### config.mk
export PLATFORM = sky130hd
export DESIGN_NAME = bitmode_addr_gen_flat
export DESIGN_NICKNAME = d
export VERILOG_FILES = /design/src/rtl/bitmode_addr_gen_if.sv /design/src/rtl/bitmode_addr_gen.sv /design/src/flat_wrapper.sv
export SDC_FILE = /design/constraint.sdc
export NUM_CORES = 1
export LEC_CHECK = 0
export ABC_CLOCK_PERIOD_IN_PS = 3200
export BUFFER_PORTS_ARGS = -buffer_cell sky130_fd_sc_hd__buf_4
export CELL_PAD_IN_SITES_DETAIL_PLACEMENT = 1
export CELL_PAD_IN_SITES_GLOBAL_PLACEMENT = 2
export CORE_MARGIN = 1.5
export CORE_UTILIZATION = 29
export DETAILED_ROUTE_END_ITERATION = 7
export PLACE_DENSITY = 0.76
export RECOVER_POWER = 50
export SYNTH_ARGS = -nofsm -noshare
export SYNTH_HDL_FRONTEND = slang
export SYNTH_SLANG_ARGS = --single-unit
### constraint.sdc
create_clock -name clk -period 3.2 [get_ports clk]
set_clock_uncertainty 0.15 [all_clocks]
set_input_delay 0.32 -clock clk [delete_from_list [all_inputs] [get_ports clk]]
set_output_delay 0.32 -clock clk [all_outputs]
set_load 0.01 [all_outputs]
### src/rtl/bitmode_addr_gen_if.sv
// CPU bus and DRAM-stage address signals for the bit-mode address generator.
// The master side drives the CPU bus cycle. The slave side (the generator) returns the DRAM address.
interface bitmode_addr_gen_if;
    logic [15:0] AB;
    logic [7:0]  BD;
    logic        BRWn;
    logic        cpu_valid;
    logic        cycle_end;
    logic        DRAMn;
    logic [14:0] DRBA;
    logic        BITMDn;
    logic        PIXA;

    modport master (
        output AB, BD, BRWn, cpu_valid, cycle_end, DRAMn,
        input  DRBA, BITMDn, PIXA
    );

    modport slave (
        input  AB, BD, BRWn, cpu_valid, cycle_end, DRAMn,
        output DRBA, BITMDn, PIXA
    );
endinterface

### src/rtl/bitmode_addr_gen.sv
// Bit-mode X/Y pointer address generator for the CPU-to-video-DRAM path.
// It decodes CPU bus cycles into DRBA/BITMDn/PIXA and steps the pointers after each bit-mode access.
module bitmode_addr_gen #(
    parameter logic [15:0] BM_ADDR   = 16'h0000,
    parameter logic [15:0] X_ADDR    = 16'h0001,
    parameter logic [15:0] Y_ADDR    = 16'h0002,
    parameter logic [15:0] CTRL_BASE = 16'h9D00
) (
    input  logic              clk,
    input  logic              reset,
    bitmode_addr_gen_if.slave bus,
    output logic [7:0]        bm_x,
    output logic [7:0]        bm_y,
    output logic [3:0]        ctrl
);
    typedef enum logic [1:0] {IDLE, ACTIVE, COMMIT} state_t;
    typedef enum logic [2:0] {OP_NONE, OP_SET_X, OP_SET_Y, OP_SET_CTRL, OP_STEP} op_t;

    state_t      state, state_next;
    op_t         op_dec, op_q;
    logic        capture;
    logic [1:0]  ctrl_sel_q;
    logic [7:0]  data_q;
    logic [15:0] ctrl_off;
    logic        bm_sel;
    logic        unused_dramn;

    // The DRAM window decode is already implied by AB, so DRAMn is not needed here.
    assign unused_dramn = bus.DRAMn;
    assign ctrl_off     = bus.AB - CTRL_BASE;

    always_comb begin
        op_dec = OP_NONE;
        if (bus.AB == BM_ADDR) begin
            op_dec = OP_STEP;
        end else if (!bus.BRWn) begin
            if (bus.AB == X_ADDR) begin
                op_dec = OP_SET_X;
            end else if (bus.AB == Y_ADDR) begin
                op_dec = OP_SET_Y;
            end else if (ctrl_off < 16'd4) begin
                op_dec = OP_SET_CTRL;
            end
        end
    end

    always_comb begin
        state_next = state;
        capture    = 1'b0;
        case (state)
            IDLE: begin
                if (bus.cpu_valid) begin
                    capture    = 1'b1;
                    state_next = bus.cycle_end ? COMMIT : ACTIVE;
                end
            end
            ACTIVE: begin
                if (!bus.cpu_valid) begin
                    state_next = IDLE;
                end else if (bus.cycle_end) begin
                    state_next = COMMIT;
                end
            end
            COMMIT:  state_next = IDLE;
            default: state_next = IDLE;
        endcase
    end

    always_ff @(posedge clk) begin
        if (reset) begin
            state      <= IDLE;
            op_q       <= OP_NONE;
            data_q     <= 8'h00;
            ctrl_sel_q <= 2'd0;
        end else begin
            state <= state_next;
            if (capture) begin
                op_q       <= op_dec;
                data_q     <= bus.BD;
                ctrl_sel_q <= ctrl_off[1:0];
            end
        end
    end

    // Pointer arithmetic wraps at 8 bits; X and Y never carry into each other.
    always_ff @(posedge clk) begin
        if (reset) begin
            bm_x <= 8'h00;
            bm_y <= 8'h00;
            ctrl <= 4'h0;
        end else if (state == COMMIT) begin
            case (op_q)
                OP_SET_X:    bm_x <= data_q;
                OP_SET_Y:    bm_y <= data_q;
                OP_SET_CTRL: ctrl[ctrl_sel_q] <= data_q[7];
                OP_STEP: begin
                    if (ctrl[0]) bm_x <= ctrl[2] ? bm_x - 8'd1 : bm_x + 8'd1;
                    if (ctrl[1]) bm_y <= ctrl[3] ? bm_y - 8'd1 : bm_y + 8'd1;
                end
                default: ;
            endcase
        end
    end

    assign bm_sel     = bus.cpu_valid && (bus.AB == BM_ADDR);
    assign bus.DRBA   = bm_sel ? {bm_y, bm_x[7:1]} : bus.AB[14:0];
    assign bus.PIXA   = bm_x[0];
    assign bus.BITMDn = ~bm_sel;
endmodule

### src/flat_wrapper.sv
// flat-port wrapper written by rule: the top's interface ports become plain ports
module bitmode_addr_gen_flat 
#(
    parameter logic [15:0] BM_ADDR   = 16'h0000,
    parameter logic [15:0] X_ADDR    = 16'h0001,
    parameter logic [15:0] Y_ADDR    = 16'h0002,
    parameter logic [15:0] CTRL_BASE = 16'h9D00
)
  (clk, reset, bm_x, bm_y, ctrl, bus_AB, bus_BD, bus_BRWn, bus_cpu_valid, bus_cycle_end, bus_DRAMn, bus_DRBA, bus_BITMDn, bus_PIXA);
  bitmode_addr_gen_if bus_i ();
  input  logic clk;
  input  logic reset;
  output logic [7:0] bm_x;
  output logic [7:0] bm_y;
  output logic [3:0] ctrl;
  input wire logic [$bits(bus_i.AB)-1:0] bus_AB;
  input wire logic [$bits(bus_i.BD)-1:0] bus_BD;
  input wire logic [$bits(bus_i.BRWn)-1:0] bus_BRWn;
  input wire logic [$bits(bus_i.cpu_valid)-1:0] bus_cpu_valid;
  input wire logic [$bits(bus_i.cycle_end)-1:0] bus_cycle_end;
  input wire logic [$bits(bus_i.DRAMn)-1:0] bus_DRAMn;
  output wire logic [$bits(bus_i.DRBA)-1:0] bus_DRBA;
  output wire logic [$bits(bus_i.BITMDn)-1:0] bus_BITMDn;
  output wire logic [$bits(bus_i.PIXA)-1:0] bus_PIXA;
  assign bus_i.AB = bus_AB;
  assign bus_i.BD = bus_BD;
  assign bus_i.BRWn = bus_BRWn;
  assign bus_i.cpu_valid = bus_cpu_valid;
  assign bus_i.cycle_end = bus_cycle_end;
  assign bus_i.DRAMn = bus_DRAMn;
  assign bus_DRBA = bus_i.DRBA;
  assign bus_BITMDn = bus_i.BITMDn;
  assign bus_PIXA = bus_i.PIXA;
  bitmode_addr_gen #(.BM_ADDR(BM_ADDR), .X_ADDR(X_ADDR), .Y_ADDR(Y_ADDR), .CTRL_BASE(CTRL_BASE)) u_core (.clk(clk), .reset(reset), .bus(bus_i), .bm_x(bm_x), .bm_y(bm_y), .ctrl(ctrl));
endmodule
* After elaboration in Yosys (flattened, before gate mapping) *
Cells that the tools add are included.

operators by class
  add/sub/neg operators = 5
  magnitude comparators = 3
  equality and inequality tests = 12
  muxes and demuxes = 22
  bitwise operators = 1
  reductions and logical operators = 10

operators by type and width
  cell                                                  count
  2-to-1 mux 8 bit                                      4
  one-hot mux 8 bit (2 select lines)                    2
  adder 8 x 1 -> 8 bit (second input constant)          2
  == test 16 x 1 -> 1 bit (second input constant)       1
  == test 16 x 2 -> 1 bit (second input constant)       1
  logical NOT 16 bit                                    1
  < comparator 16 x 3 -> 1 bit (second input constant)  1
  subtractor 16 bit (second input constant)             1
  subtractor 8 x 1 -> 8 bit (second input constant)     2
  2-to-1 mux 15 bit                                     1
  2-to-1 mux 3 bit                                      4
  2-to-1 mux 2 bit                                      5
  == test 3 x 2 -> 1 bit (second input constant)        2
  AND reduction 3 bit                                   2
  bitwise mux 4 bit                                     1
  != test 2 x 1 -> 1 bit (second input constant)        2
  one-hot mux 2 bit (2 select lines)                    1
  AND reduction 2 bit                                   2
  nonzero test 2 bit                                    2
  == test 3 x 1 -> 1 bit (second input constant)        1
  == test 3 bit (second input constant)                 1
  < comparator 2 x 3 -> 1 bit (second input constant)   1
  2-to-1 mux 1 bit                                      3
  != test 3 bit (second input constant)                 1
  other kinds (8)                                       9

word-level totals
  flip-flop bits (word level) = 35
  input port bits = 30
  output and inout port bits = 37
  word-level logic and storage cells = 60

* Depth between registers and ports, before layout *
  depth after elaboration = 7
  gate-level depth with buffers = 8
  depth with buffers taken out = 8

* Worst setup path before layout *
OpenSTA, ideal clock, no wires.

  path type = reg-to-reg
  from = register u_core.ctrl[2]
  to = register u_core.bm_x[7]
  setup time = 117 ps
  arrival = 2013 ps
  data required time = 2933 ps
  setup slack = 919 ps
  cell stages (with the launch flop) = 8
  period minus slack after synthesis = 2281 ps
  cells stage by stage = dfxtp_1 ha_1 a211oi_2 o21bai_1 o31ai_4 mux2i_1 o311ai_0 a32o_1

between the ends
  cells in the longest elaborated chain, start to end = 3

RTL lines
  what                                line                    RTL
  start: declaration                  bitmode_addr_gen.sv:14  output logic [3:0] ctrl
  start signal: indexed assignment    bitmode_addr_gen.sv:95  OP_SET_CTRL: ctrl[ctrl_sel_q] <= data_q[7];
  2-to-1 mux 8 bit (2 in a row)       bitmode_addr_gen.sv:97  if (ctrl[0]) bm_x <= ctrl[2] ? bm_x - 8'd1 : bm_x + 8'd1;
  one-hot mux 8 bit (2 select lines)  bitmode_addr_gen.sv:92  case (op_q)
  end signal: assignment              bitmode_addr_gen.sv:93  OP_SET_X: bm_x <= data_q;
  end signal: assignment              bitmode_addr_gen.sv:97
  end: declaration                    bitmode_addr_gen.sv:12  output logic [7:0] bm_x,

No other way between the ends. The select of a mux whose other input is x is not followed.
A chain may end at the register's enable or synchronous reset.

* Worst setup path in the final report *
  from = register u_core.ctrl[3]
  to = register u_core.bm_y[7]

between the ends
  cells in the longest elaborated chain, start to end = 3

RTL lines
  what                                line                    RTL
  2-to-1 mux 8 bit (2 in a row)       bitmode_addr_gen.sv:98  if (ctrl[1]) bm_y <= ctrl[3] ? bm_y - 8'd1 : bm_y + 8'd1;
  one-hot mux 8 bit (2 select lines)  bitmode_addr_gen.sv:92
  end signal: assignment              bitmode_addr_gen.sv:94  OP_SET_Y: bm_y <= data_q;
  end signal: assignment              bitmode_addr_gen.sv:98
  end: declaration                    bitmode_addr_gen.sv:13  output logic [7:0] bm_y,

No other way between the ends. The select of a mux whose other input is x is not followed.

==> flow_metrics.tcl <==
set metrics [dict create \
    cts_buffers 5 \
    hpwl_um 5711 \
    cts_hold_buf 0 \
    critPathArrivalTime_ps 2640 \
    cts_resized 0 \
    drt-initial-drc-count 80 \
    power.leakage_nw 1.195 \
    path_cells "ha_1 -> a211oi_2 -> o21bai_2 -> o31ai_4 -> mux2i_1 -> o311ai_0 -> a32o_1" \
    cts_tree "yes" \
    die_area_um2 8772 \
    ys_types 47 \
    antenna_cells 0 \
    cap_violations 0 \
    p_switching_uw 238.2 \
    seq_power_share_pct 47.2 \
    nets 406 \
    path_buf_inv 0 \
    clk_latency_ps 300 \
    setup_viol 0 \
    syn-cell-area_um2 2384 \
    rsz0062_at_grt "no" \
    worstHoldPathType "in2reg" \
    seq_area_frac_synth_pct 29.40 \
    place_ws_ps 630.0 \
    core_um2 7848 \
    pwr-share-clk_pct 42.2 \
    start_kind "flip-flop" \
    outcome "finished clean" \
    cts_setup_buffers 0 \
    max_freq_ghz 0.3850 \
    top_layer_used "met4" \
    syn-num-nets 345 \
    ys.flop_type "dfxtp_1" \
    async_flop_share_pct 0 \
    whs_ps 31.37 \
    hold_viol 0 \
    syn_to_final_growth_pct 24.41 \
    pin_count 67 \
    pwr-share-comb_pct 10.6 \
    max-slew-margin-rel_pct 43.84 \
    antenna_found_initial 0 \
    fin_tns_setup_ps 0 \
    synth_cells 301 \
    cpPeakStageDelay_ps 680 \
    die_y_um 93.66 \
    worstPathMaxFanout 14 \
    cp-end-kind "flip-flop" \
    synth_edf_count 0 \
    grt_overflow_total 0 \
    port-buffer-count 65 \
    synth.avg_cell_area_um2 7.919 \
    period_minus_slack_ps 2598 \
    drcViolationCount 0 \
    intPower_uw 723.0 \
    cts.reportedPaths.clkPinSlew_ps 80 \
    totalWireLength_um 7580 \
    power_density_nw_per_um2 324.1 \
    die_w_um 93.66 \
    final_cell_area_um2 2965 \
    cts_htree_levels 2 \
    grt.total_usage_pct 18.23 \
    worstMarginPinSlew_ps 840.4 \
    min_period_over_period_pct 81.17 \
    drive_gt1_share_pct 17.96 \
    fin_ws_ps 602.4 \
    maxSlewViolCount 0 \
    wl_met1_um 3754 \
    vias_per_cell 5.211 \
    fin_util_pct 37.79 \
    initial_core_util_pct 30.37 \
    p_sw_share_pct 24.79 \
    grt_pass1_wl_um 12260 \
    vias 2418 \
    crit_family "compound AO/OA/AOI/OAI gates" \
    irDropWorstVdd_mv 0.1826 \
    synth_warnings 0 \
    cp_slowest_cell "dfxtp_1" \
    rows 32 \
    routed-wl-met3_um 203 \
    firstDrtPassIters 4 \
    critPathKind "reg2reg" \
    cts_buffer_depth 2 \
    cts_root_buffer "clkbuf_8" \
    crit_required_ps 3240 \
    grt_max_degree 28 \
    wl_met2_um 3560 \
    wl_per_cell_um 16.34 \
    final_antenna_net_count 0 \
    place.gp.congestion 0.7268 \
    ys_ff_latch 35 \
    grt_pass1_vias 2373 \
    post_dp_cell_area_um2 2947 \
    clock_sink_count 35 \
]
-- metal layers --
metal	track usage [%]	up-vias
met1	24.21	1163
li1	-	1216
met5	0	-
met2	30.74	35
met4	3.731	0
met3	3.479	4
-- kinds of logic after synthesis --
kind of cell / after synthesis / share of synthesized area [%]
and+or+nand+nor: 115 / 24.72
AOI/OAI and AO/OA: 100 / 28.14
DFF: 35 / 29.40
buffers and inverters: 26 / 5.354
adders and majority gates: 14 / 7.979
muxes: 7 / 2.940
xor gates and xnor gates: 4 / 1.470
-- sequential cells by signal, summed over array words and instances, names as in the netlist --
register / count
u_core.data_q: 8
u_core.state: 2
u_core.ctrl: 4
u_core.bm_x: 8
u_core.op_q: 3
u_core.bm_y: 8
u_core.ctrl_sel_q: 2
-- placed cells by master (no fill, tap or decap), types with 9 or more instances in the layout --
cell      Yosys  routed
buf_4         1      48
dfxtp_1      35      35
nand2_1      36      36
inv_1         9       9
nor3_1        8       9
ha_1         12      12
a21o_1       17      17
a21oi_1      36      36
clkbuf_1      7      22
nor2_1       26      26
nand3_1       9       9
o21ai_0      13      13
-- worst reg2reg max path: stages, from the launching register on --
cell and delay (ps):
dfxtp_1 680, ha_1 380, a211oi_2 290, o21bai_2 140, o31ai_4 240, mux2i_1 210
o311ai_0 150, a32o_1 260
-- cells in the mapped netlist (all sizes together) (7+ instances only) --
cell,n,area [um^2]
a211oi,7,67.57
ha,12,150.1
nor2,26,97.59
nand3,9,45.04
clkbuf,7,26.28
mux2i,7,70.07
a21oi,36,180.2
buf,9,63.81
nor3,9,50.05
a31oi,8,50.05
o21ai,15,75.07
a21o,17,127.6
nand2,36,135.1
inv,10,37.53
dfxtp,35,700.7
nor4,7,50.05
-- metrics by stage --
stage	std cells	total power, mW
6_report	464	0.9612
5_1_grt	464	1.003
4_1_cts	464	0.9717
3_5_place_dp	457	0.5678
3_3_place_gp	457	0.5661
2_1_floorplan	301	0.5046
-- power by group through the flow --
stage,clock (mW),combinational [mW],sequential [mW]
after floorplan,0,0.0455,0.459
after global placement,0,0.103,0.463
after detailed placement,0,0.104,0.463
after CTS,0.414,0.104,0.453
after global routing,0.436,0.112,0.455
final,0.406,0.102,0.453
-- final timing paths --
| kind | slack (ps) | to | depth (start not counted) | from |
|---|---|---|---|---|
| max | 600 | u_core.bm_y[7] | 7 | u_core.ctrl[3] |
| min | 30 | u_core.state[0] | 2 | bus_cycle_end |
| max reg2reg | 600 | u_core.bm_y[7] | 7 | u_core.ctrl[3] |
| min reg2reg | 320 | u_core.data_q[2] | 2 | u_core.data_q[2] |
-- area by class of cell --
class,instances,area [um^2]
Tap cell,102,127.6
Fill cell,1012,4882
Inverter,10,37.54
Timing Repair Buffer,70,442.9
Clock buffer,5,68.82
Sequential cell,35,700.7
Clock inverter,2,37.54
Multi-Input combinational cell,240,1550
Note: power is estimated with default switching activity, not from simulation.
